===== src/rtl/glitc_corr_trigger.sv =====
// Thresholds two RITC correlator streams into an OR/AND coincidence trigger with holdoff, plus gated scalers/peaks.
// Latency: trig_o three clk after the corr sample; scalers latch on the gate terminal cycle.
// Backpressure: none, a new corr value is consumed every clk.
module glitc_corr_trigger #(
  parameter int CORR_BITS   = 12,
  parameter int SCALER_BITS = 16,
  parameter int GATE_BITS   = 24
) (
  input  logic                   clk_i,
  input  logic                   rst_i,
  input  logic                   enable_i,
  input  logic                   and_mode_i,
  input  logic [CORR_BITS-1:0]   corr0_i,
  input  logic [CORR_BITS-1:0]   corr1_i,
  input  logic [CORR_BITS-1:0]   thresh0_i,
  input  logic [CORR_BITS-1:0]   thresh1_i,
  input  logic [1:0]             mask_i,
  input  logic [3:0]             window_i,
  input  logic [7:0]             holdoff_i,
  input  logic [GATE_BITS-1:0]   gate_len_i,
  output logic                   trig_o,
  output logic [1:0]             trig_src_o,
  output logic [SCALER_BITS-1:0] scaler0_o,
  output logic [SCALER_BITS-1:0] scaler1_o,
  output logic [SCALER_BITS-1:0] trig_scaler_o,
  output logic [CORR_BITS-1:0]   peak0_o,
  output logic [CORR_BITS-1:0]   peak1_o,
  output logic                   scaler_valid_o
);

  typedef enum logic [1:0] {IDLE, TRIG, HOLD} state_t;

  localparam logic [GATE_BITS-1:0] GATE_ONE = {{(GATE_BITS-1){1'b0}}, 1'b1};

  logic [CORR_BITS-1:0]   corr0_q, corr1_q;
  logic                   hit0, hit1;
  logic [3:0]             cnt0, cnt1;
  logic                   str0, str1, cond;
  state_t                 state, state_nxt;
  logic [7:0]             hold_cnt;
  logic [GATE_BITS-1:0]   gate_cnt;
  logic [SCALER_BITS-1:0] run0, run1, run_trig;
  logic [SCALER_BITS-1:0] run0_nxt, run1_nxt, run_trig_nxt;
  logic [CORR_BITS-1:0]   pk0, pk1, pk0_nxt, pk1_nxt;

  function automatic logic [SCALER_BITS-1:0] sat_inc(input logic [SCALER_BITS-1:0] v,
                                                     input logic inc);
    return (inc && (v != {SCALER_BITS{1'b1}})) ? v + 1'b1 : v;
  endfunction

  always_ff @(posedge clk_i) begin
    if (rst_i) begin
      corr0_q <= '0;
      corr1_q <= '0;
      hit0    <= 1'b0;
      hit1    <= 1'b0;
      cnt0    <= '0;
      cnt1    <= '0;
    end else begin
      corr0_q <= corr0_i;
      corr1_q <= corr1_i;
      hit0    <= (corr0_q >= thresh0_i) & ~mask_i[0];
      hit1    <= (corr1_q >= thresh1_i) & ~mask_i[1];
      if (hit0)              cnt0 <= window_i;
      else if (cnt0 != 4'd0) cnt0 <= cnt0 - 1'b1;
      if (hit1)              cnt1 <= window_i;
      else if (cnt1 != 4'd0) cnt1 <= cnt1 - 1'b1;
    end
  end

  assign str0 = hit0 | (cnt0 != 4'd0);
  assign str1 = hit1 | (cnt1 != 4'd0);
  assign cond = enable_i & (and_mode_i ? (str0 & str1) : (str0 | str1));

  always_comb begin
    state_nxt = state;
    case (state)
      IDLE:    if (cond) state_nxt = TRIG;
      TRIG:    state_nxt = (hold_cnt != 8'd0) ? HOLD : IDLE;
      HOLD:    if (hold_cnt == 8'd1) state_nxt = IDLE;
      default: state_nxt = IDLE;
    endcase
    if (!enable_i) state_nxt = IDLE;
  end

  // trig_o is registered from the next state so it equals (state == TRIG)
  always_ff @(posedge clk_i) begin
    if (rst_i) begin
      state      <= IDLE;
      hold_cnt   <= '0;
      trig_o     <= 1'b0;
      trig_src_o <= '0;
    end else begin
      state  <= state_nxt;
      trig_o <= (state_nxt == TRIG);
      if (state_nxt == TRIG) begin
        trig_src_o <= {str1, str0};
        hold_cnt   <= holdoff_i;
      end else if (state == HOLD) begin
        hold_cnt <= hold_cnt - 1'b1;
      end
    end
  end

  always_comb begin
    run0_nxt     = sat_inc(run0, hit0);
    run1_nxt     = sat_inc(run1, hit1);
    run_trig_nxt = sat_inc(run_trig, state == TRIG);
    pk0_nxt      = (corr0_q > pk0) ? corr0_q : pk0;
    pk1_nxt      = (corr1_q > pk1) ? corr1_q : pk1;
  end

  // gate_cnt == 0 means "reload pending": sample gate_len_i, keep running values cleared
  always_ff @(posedge clk_i) begin
    if (rst_i) begin
      gate_cnt       <= '0;
      run0           <= '0;
      run1           <= '0;
      run_trig       <= '0;
      pk0            <= '0;
      pk1            <= '0;
      scaler0_o      <= '0;
      scaler1_o      <= '0;
      trig_scaler_o  <= '0;
      peak0_o        <= '0;
      peak1_o        <= '0;
      scaler_valid_o <= 1'b0;
    end else begin
      scaler_valid_o <= 1'b0;
      if (gate_cnt == '0 || gate_cnt == GATE_ONE) begin
        if (gate_cnt == GATE_ONE) begin
          scaler0_o      <= run0_nxt;
          scaler1_o      <= run1_nxt;
          trig_scaler_o  <= run_trig_nxt;
          peak0_o        <= pk0_nxt;
          peak1_o        <= pk1_nxt;
          scaler_valid_o <= 1'b1;
        end
        gate_cnt <= gate_len_i;
        run0     <= '0;
        run1     <= '0;
        run_trig <= '0;
        pk0      <= '0;
        pk1      <= '0;
      end else begin
        gate_cnt <= gate_cnt - 1'b1;
        run0     <= run0_nxt;
        run1     <= run1_nxt;
        run_trig <= run_trig_nxt;
        pk0      <= pk0_nxt;
        pk1      <= pk1_nxt;
      end
    end
  end

endmodule


===== config.mk =====
export PLATFORM = sky130hd
export DESIGN_NAME = glitc_corr_trigger
export DESIGN_NICKNAME = d
export VERILOG_FILES = /design/src/rtl/glitc_corr_trigger.sv
export SDC_FILE = /design/constraint.sdc
export NUM_CORES = 1
export LEC_CHECK = 0
export ABC_AREA = 1
export CAP_MARGIN = 40
export CORE_ASPECT_RATIO = 0.8
export CORE_MARGIN = 1
export CORE_UTILIZATION = 50
export DETAILED_ROUTE_END_ITERATION = 12
export PLACE_DENSITY = 0.78
export SLEW_MARGIN = 5
export SYNTH_ARGS = -nofsm -noshare
export SYNTH_HDL_FRONTEND = slang
export SYNTH_SLANG_ARGS = --single-unit
export TNS_END_PERCENT = 100

===== constraint.sdc =====
create_clock -name clk_i -period 3.2 [get_ports clk_i]
set_clock_uncertainty 0.15 [all_clocks]
set_input_delay 0.32 -clock clk_i [delete_from_list [all_inputs] [get_ports clk_i]]
set_output_delay 0.32 -clock clk_i [all_outputs]
set_load 0.02 [all_outputs]

=== After elaboration in Yosys (flattened, before gate mapping) ===
Index checks and enable logic that the tools add are counted.

* Flip-flop bits (word level): 216
* Logic and storage cells: 85

* $add $sub $neg: 7
* Reductions and logical operators: 15
* Magnitude comparators: 4
* Bitwise logic cells: 10
* Equal/unequal tests: 8
* Multiplexer cells: 19

{| class="wikitable"
|+ Operators with widths
! cell !! count
|-
| $add 16x1->16 const B || 3
|-
| $mux 16 || 3
|-
| $ne 16x16->1 const B || 3
|-
| $eq 24x1->1 const B || 1
|-
| $ge 12x12->1 || 2
|-
| $gt 12x12->1 || 2
|-
| $logic_not 24->1 || 1
|-
| $mux 12 || 2
|-
| $mux 24 || 1
|-
| $sub 24x1->24 const B || 1
|-
| $mux 4 || 4
|-
| $mux 8 || 2
|-
| $eq 8x1->1 const B || 1
|-
| $mux 2 || 4
|-
| $reduce_bool 4->1 || 2
|-
| $reduce_bool 8->1 || 1
|-
| $sub 4x1->4 const B || 2
|-
| $sub 8x1->8 const B || 1
|-
| $pmux 2 s3 || 1
|-
| $reduce_bool 2->1 || 3
|-
| $and 1x1->1 || 4
|-
| $eq 2x1->1 const B || 2
|-
| $reduce_or 2->1 || 2
|-
| $logic_and 1x1->1 || 3
|-
| other kinds (7) || 12
|}

=== Longest topological paths before layout ===
* Depth after elaboration: 10
* Depth in mapped cells: 15
* Mapped depth without buffers: 14

=== Worst setup path before layout ===
Ideal clock, no wire load.

* Kind: register to register
* Start point: register pk1[11]
* End point: register peak1_o[10]
* Slack: 1,376 ps
* Data required time: 2,994 ps
* Clock period less this slack: 1,824 ps
* Cell stages (with the launch flop): 15
* Data arrival time: 1,618 ps
* Cells stage by stage: dfxtp_1 inv_1 ha_1 nand2_1 inv_1 nand2_1 inv_1 nand2_1 nand3_1 nand2_1 clkbuf_1 nand2_1 nand3_1 nand2_1 inv_1

* Longest elaborated chain between the ends: 2

{| class="wikitable"
|+ RTL lines
! item !! RTL line !! text
|-
| from (decl) || 44 || <nowiki>logic [CORR_BITS-1:0] pk0, pk1, pk0_nxt, pk1_nxt;</nowiki>
|-
| from (signal assigned) || 151 || <nowiki>pk1 <= pk1_nxt;</nowiki>
|-
| $gt 12x12->1 || 110 || <nowiki>pk1_nxt = (corr1_q > pk1) ? corr1_q : pk1;</nowiki>
|-
| $mux 12 || 110 ||
|-
| to (signal assigned) || 136 || <nowiki>peak1_o <= pk1_nxt;</nowiki>
|-
| to (decl) || 27 || <nowiki>output logic [CORR_BITS-1:0] peak1_o,</nowiki>
|}

Every way passes these cells.
A chain may end at the register's enable or synchronous reset.

=== Worst setup path in the final report ===
* Start point: register gate_cnt[7]
* End point: register scaler1_o[1]

* Longest elaborated chain between the ends: 3
* Elaborated cells between the ends (all ways): 4
* Those cells by class: eq/ne: 1; reduce/logical: 3

{| class="wikitable"
|+ RTL lines
! item !! RTL line !! text
|-
| from (decl) || 41 || <nowiki>logic [GATE_BITS-1:0] gate_cnt;</nowiki>
|-
| from (signal assigned) || 139 || <nowiki>gate_cnt <= gate_len_i;</nowiki>
|-
| from (signal assigned) || 146 || <nowiki>gate_cnt <= gate_cnt - 1'b1;</nowiki>
|-
| $eq 24x1->1 or $logic_not 24->1 (tied branches) || 130, 131 ||
|-
| $logic_or 1x1->1 || 130 || <nowiki>if (gate_cnt == '0 || gate_cnt == GATE_ONE) begin</nowiki>
|-
| $reduce_and 2->1 (no line) (*) || n/a ||
|-
| to (signal assigned) || 133 || <nowiki>scaler1_o <= run1_nxt;</nowiki>
|-
| to (decl) || 24 || <nowiki>output logic [SCALER_BITS-1:0] scaler1_o,</nowiki>
|}

Mark *: on every way between the ends. The rest lies on a longest branch, timed or not.

==> impl_metrics.toml <==
[timing]
finalHoldViolations = 0
rsz0062_at_grt = "no"
fin_ws_ns = 0.8460
worstMarginPinSlew_ns = 0.8330
fmax_mhz = 424.8
relSlewSlack = 0.4446
fin_crit_sh = 0.7356
min_period_ns = 2.354
fin_tns_setup_ns = 0
drv_slew = 0
setup-violations-final = 0

[critical_path]
rrSetupSlack_ns = 0.85
cp.required_ns = 3.45
critPathKind = "reg2reg"
endpoint_kind = "flop"
arrival_ns = 2.61
cp_max_fo = 15
worst_setup_path_start_kind = "flop"
r2r-end = "scaler1_o[1]"
rr_worst_depth = 7
regToRegStartpoint = "gate_cnt[7]"

[pwr]
power_frac_seq = 0.358
p_sw_uw = 3626
pwr-share-clk = 0.267
p_sw_frac = 0.3732
peakVddDrop_uv = 422.8
power_leakage_uw = 0.006230
intPower_uw = 6090
comb_power_share = 0.375
cellPowerDensity_nw_per_um2 = 695.7

[global_routing]
grt_max_degree = 72
antenna_found_initial = 0
grt_pass1_vias = 9602
overflow = 0
grt_pass1_wl_mm = 45.73
grtUsageTotal = 0.2386

[run]
drv_cap = 0

[final_layout]
nFillCells = 2000
multi_input_area_sq_um = 5560
nets = 1964
syn_to_final_growth_pct = 22.62
final_layout_size_suffix_gt1_frac = 0.04595
n_antenna_cell = 0
ff_latch_area_sq_um = 4324
postLayoutCellArea_sq_um = 13970

[floorplanning]
die_w_um = 170.7
die_area_sq_um = 23390
start_util = 0.5182
core-area_sq_um = 21980
die_h_um = 137.0
ios = 166
rows = 48

[place]
dpl_worst_slack_ns = 0.8680
placed_area_sq_um = 13250
dp_hpwl_mm = 20.18
gp_congestion = 0.9143
portBuffers = 165

[drt]
wl_per_cell_um = 12.94
drt_iter0_markers = 764
wl_mm = 27.53
vias_per_cell = 4.922
antenna_left = 0
vias = 10480
route.detailed.drc = 0
drtPass1Iterations = 5

[synthesis]
yosys.area.top_type = "dfxtp_1"
yosys_warnings = 0
synth.top_cell.area_share = 0.3797
synth-main-ff-cell = "dfxtp_1"
yosys_register_bits = 216
synth_cell_types = 41
synthArstFlopShare = 0
netlist_area_sq_um = 11390
seq_area_frac_synth = 0.3797
syn-num-nets = 1814
syn_avg_cell_area_sq_um = 6.849
synth_area_leaders = "dfxtp_1 38%, nand2_1 13%, inv_1 10%"
synthCells = 1663
synth_edf_count = 0

[cts]
root_buffer = "clkbuf_16"
cts_buffers = 22
cts_tree = "yes"
ctsHoldBuffers = 0
path_clk_slew_ns = 0.06
htreeDepth = 1
clockBufferDepth = 3
post_cts_resized = 0
clkSinkCount = 216
post_cts_buffers = 0
clock_latency_ns = 0.51

[hold_path]
hold_path.class = "in2reg"
whs_path_depth = 2
hold_end = "scaler_valid_o"
hold_start = "rst_i"

[run_status]
status = "completed"
[per-stage QoR]
stage | hold WS (ns) | instances | util | power (uW)
finish | 0.02948 | 2128 | 0.6354 | 9716
global route | 0.03496 | 2128 | 0.6354 | 10400
floorplan | 0.2770 | 1663 | - | 6027
global placement | 0.3215 | 2089 | 0.6026 | 7040
detailed placement | 0.3267 | 2089 | 0.6026 | 7140
CTS | 0.02104 | 2128 | 0.6354 | 9768
[kinds of logic after synthesis]
group                    Yosys count  synth area share
buffers and inverters            376            0.1331
XOR/XNOR                          59           0.04537
AO/OA/AOI/OAI                    223            0.1003
AND/OR/NAND/NOR                  728            0.2745
adder cells (fa/ha/maj)           61           0.06701
flip-flops                       216            0.3797
[per-layer routing]
metal	GRT usage	part of all wire
met3	0.03268	0.052
met2	0.3839	0.44
met4	0.04605	0.014
met1	0.3402	0.50
met5	0	0
[sequential cells by signal, indices dropped and copies added, names as in the netlist, 8 cells and up]
| register | cells |
|---|---|
| scaler0_o | 16 |
| trig_scaler_o | 16 |
| hold_cnt | 8 |
| run0 | 16 |
| run1 | 16 |
| peak0_o | 12 |
| pk1 | 12 |
| run_trig | 16 |
| gate_cnt | 24 |
| peak1_o | 12 |
| corr1_q | 12 |
| corr0_q | 12 |
| pk0 | 12 |
| scaler1_o | 16 |
[power by group through the flow]
stage	Clock (uW)	Combinational, uW	Sequential [uW]
2_1_floorplan	0	2370	3660
3_3_place_gp	0	3530	3510
3_5_place_dp	0	3620	3520
4_1_cts	2650	3650	3470
5_1_grt	2760	4110	3530
6_report	2590	3650	3480
[cell usage in the layout (no fill, tap or decap), types with 3 or more instances in the layout]
| cell | count |
|---|---|
| a21o_1 | 4 |
| a21oi_1 | 174 |
| buf_4 | 16 |
| clkbuf_1 | 5 |
| clkbuf_16 | 23 |
| clkdlybuf4s50_1 | 164 |
| clkinv_2 | 6 |
| dfxtp_1 | 216 |
| ha_1 | 61 |
| inv_1 | 314 |
| inv_2 | 6 |
| nand2_1 | 394 |
| nand2_2 | 11 |
| nand3_1 | 143 |
| nand3_2 | 4 |
| nand4_1 | 19 |
| nor2_1 | 126 |
| nor3_1 | 13 |
| nor3b_1 | 3 |
| o21ai_0 | 36 |
| xnor2_1 | 15 |
| xor2_1 | 44 |
[Yosys cell counts, types with 2 or more instances]
master,count
a211oi_1,2
a21o_1,4
a21oi_1,174
buf_1,11
buf_2,16
buf_4,14
buf_6,2
clkbuf_1,10
dfxtp_1,216
ha_1,61
inv_1,314
inv_2,6
nand2_1,395
nand2_2,10
nand2_4,2
nand3_1,143
nand3_2,4
nand4_1,19
nor2_1,126
nor2_4,2
nor3_1,13
nor3_2,2
nor3b_1,3
nor4_1,2
o21ai_0,36
o21ai_1,2
o21bai_1,2
or2_2,2
xnor2_1,15
xor2_1,44
[how the worst max path moves through the flow]
stage	startpoint	to	slack (ns)	cells after the start
floorplan	pk1[11]	peak1_o[10]	1.38	14
global placement	gate_cnt[10]	scaler1_o[1]	0.95	9
detailed placement	gate_cnt[13]	scaler1_o[7]	0.87	7
CTS	gate_cnt[7]	scaler1_o[1]	0.82	7
global route	gate_cnt[7]	scaler1_o[7]	0.62	7
finish	gate_cnt[7]	scaler1_o[1]	0.85	7
[critical path: stages, from the launching register on]
cell	delay, ns
dfxtp_1	0.31
nor2_1	0.29
nand4_1	0.25
nor3_4	0.67
buf_4	0.34
nand3_1	0.12
nand2_1	0.08
inv_1	0.04
[cell type report]
cell class	instances	share of cell area
clock buffer	30	0.04453
inverter	321	0.08628
multi-input combinational	1071	0.3981
clock inverter	9	0.006988
sequential	216	0.3096
timing repair buffer	181	0.1276
tap	300	0.02688
Power figures use the tool's default switching activity.
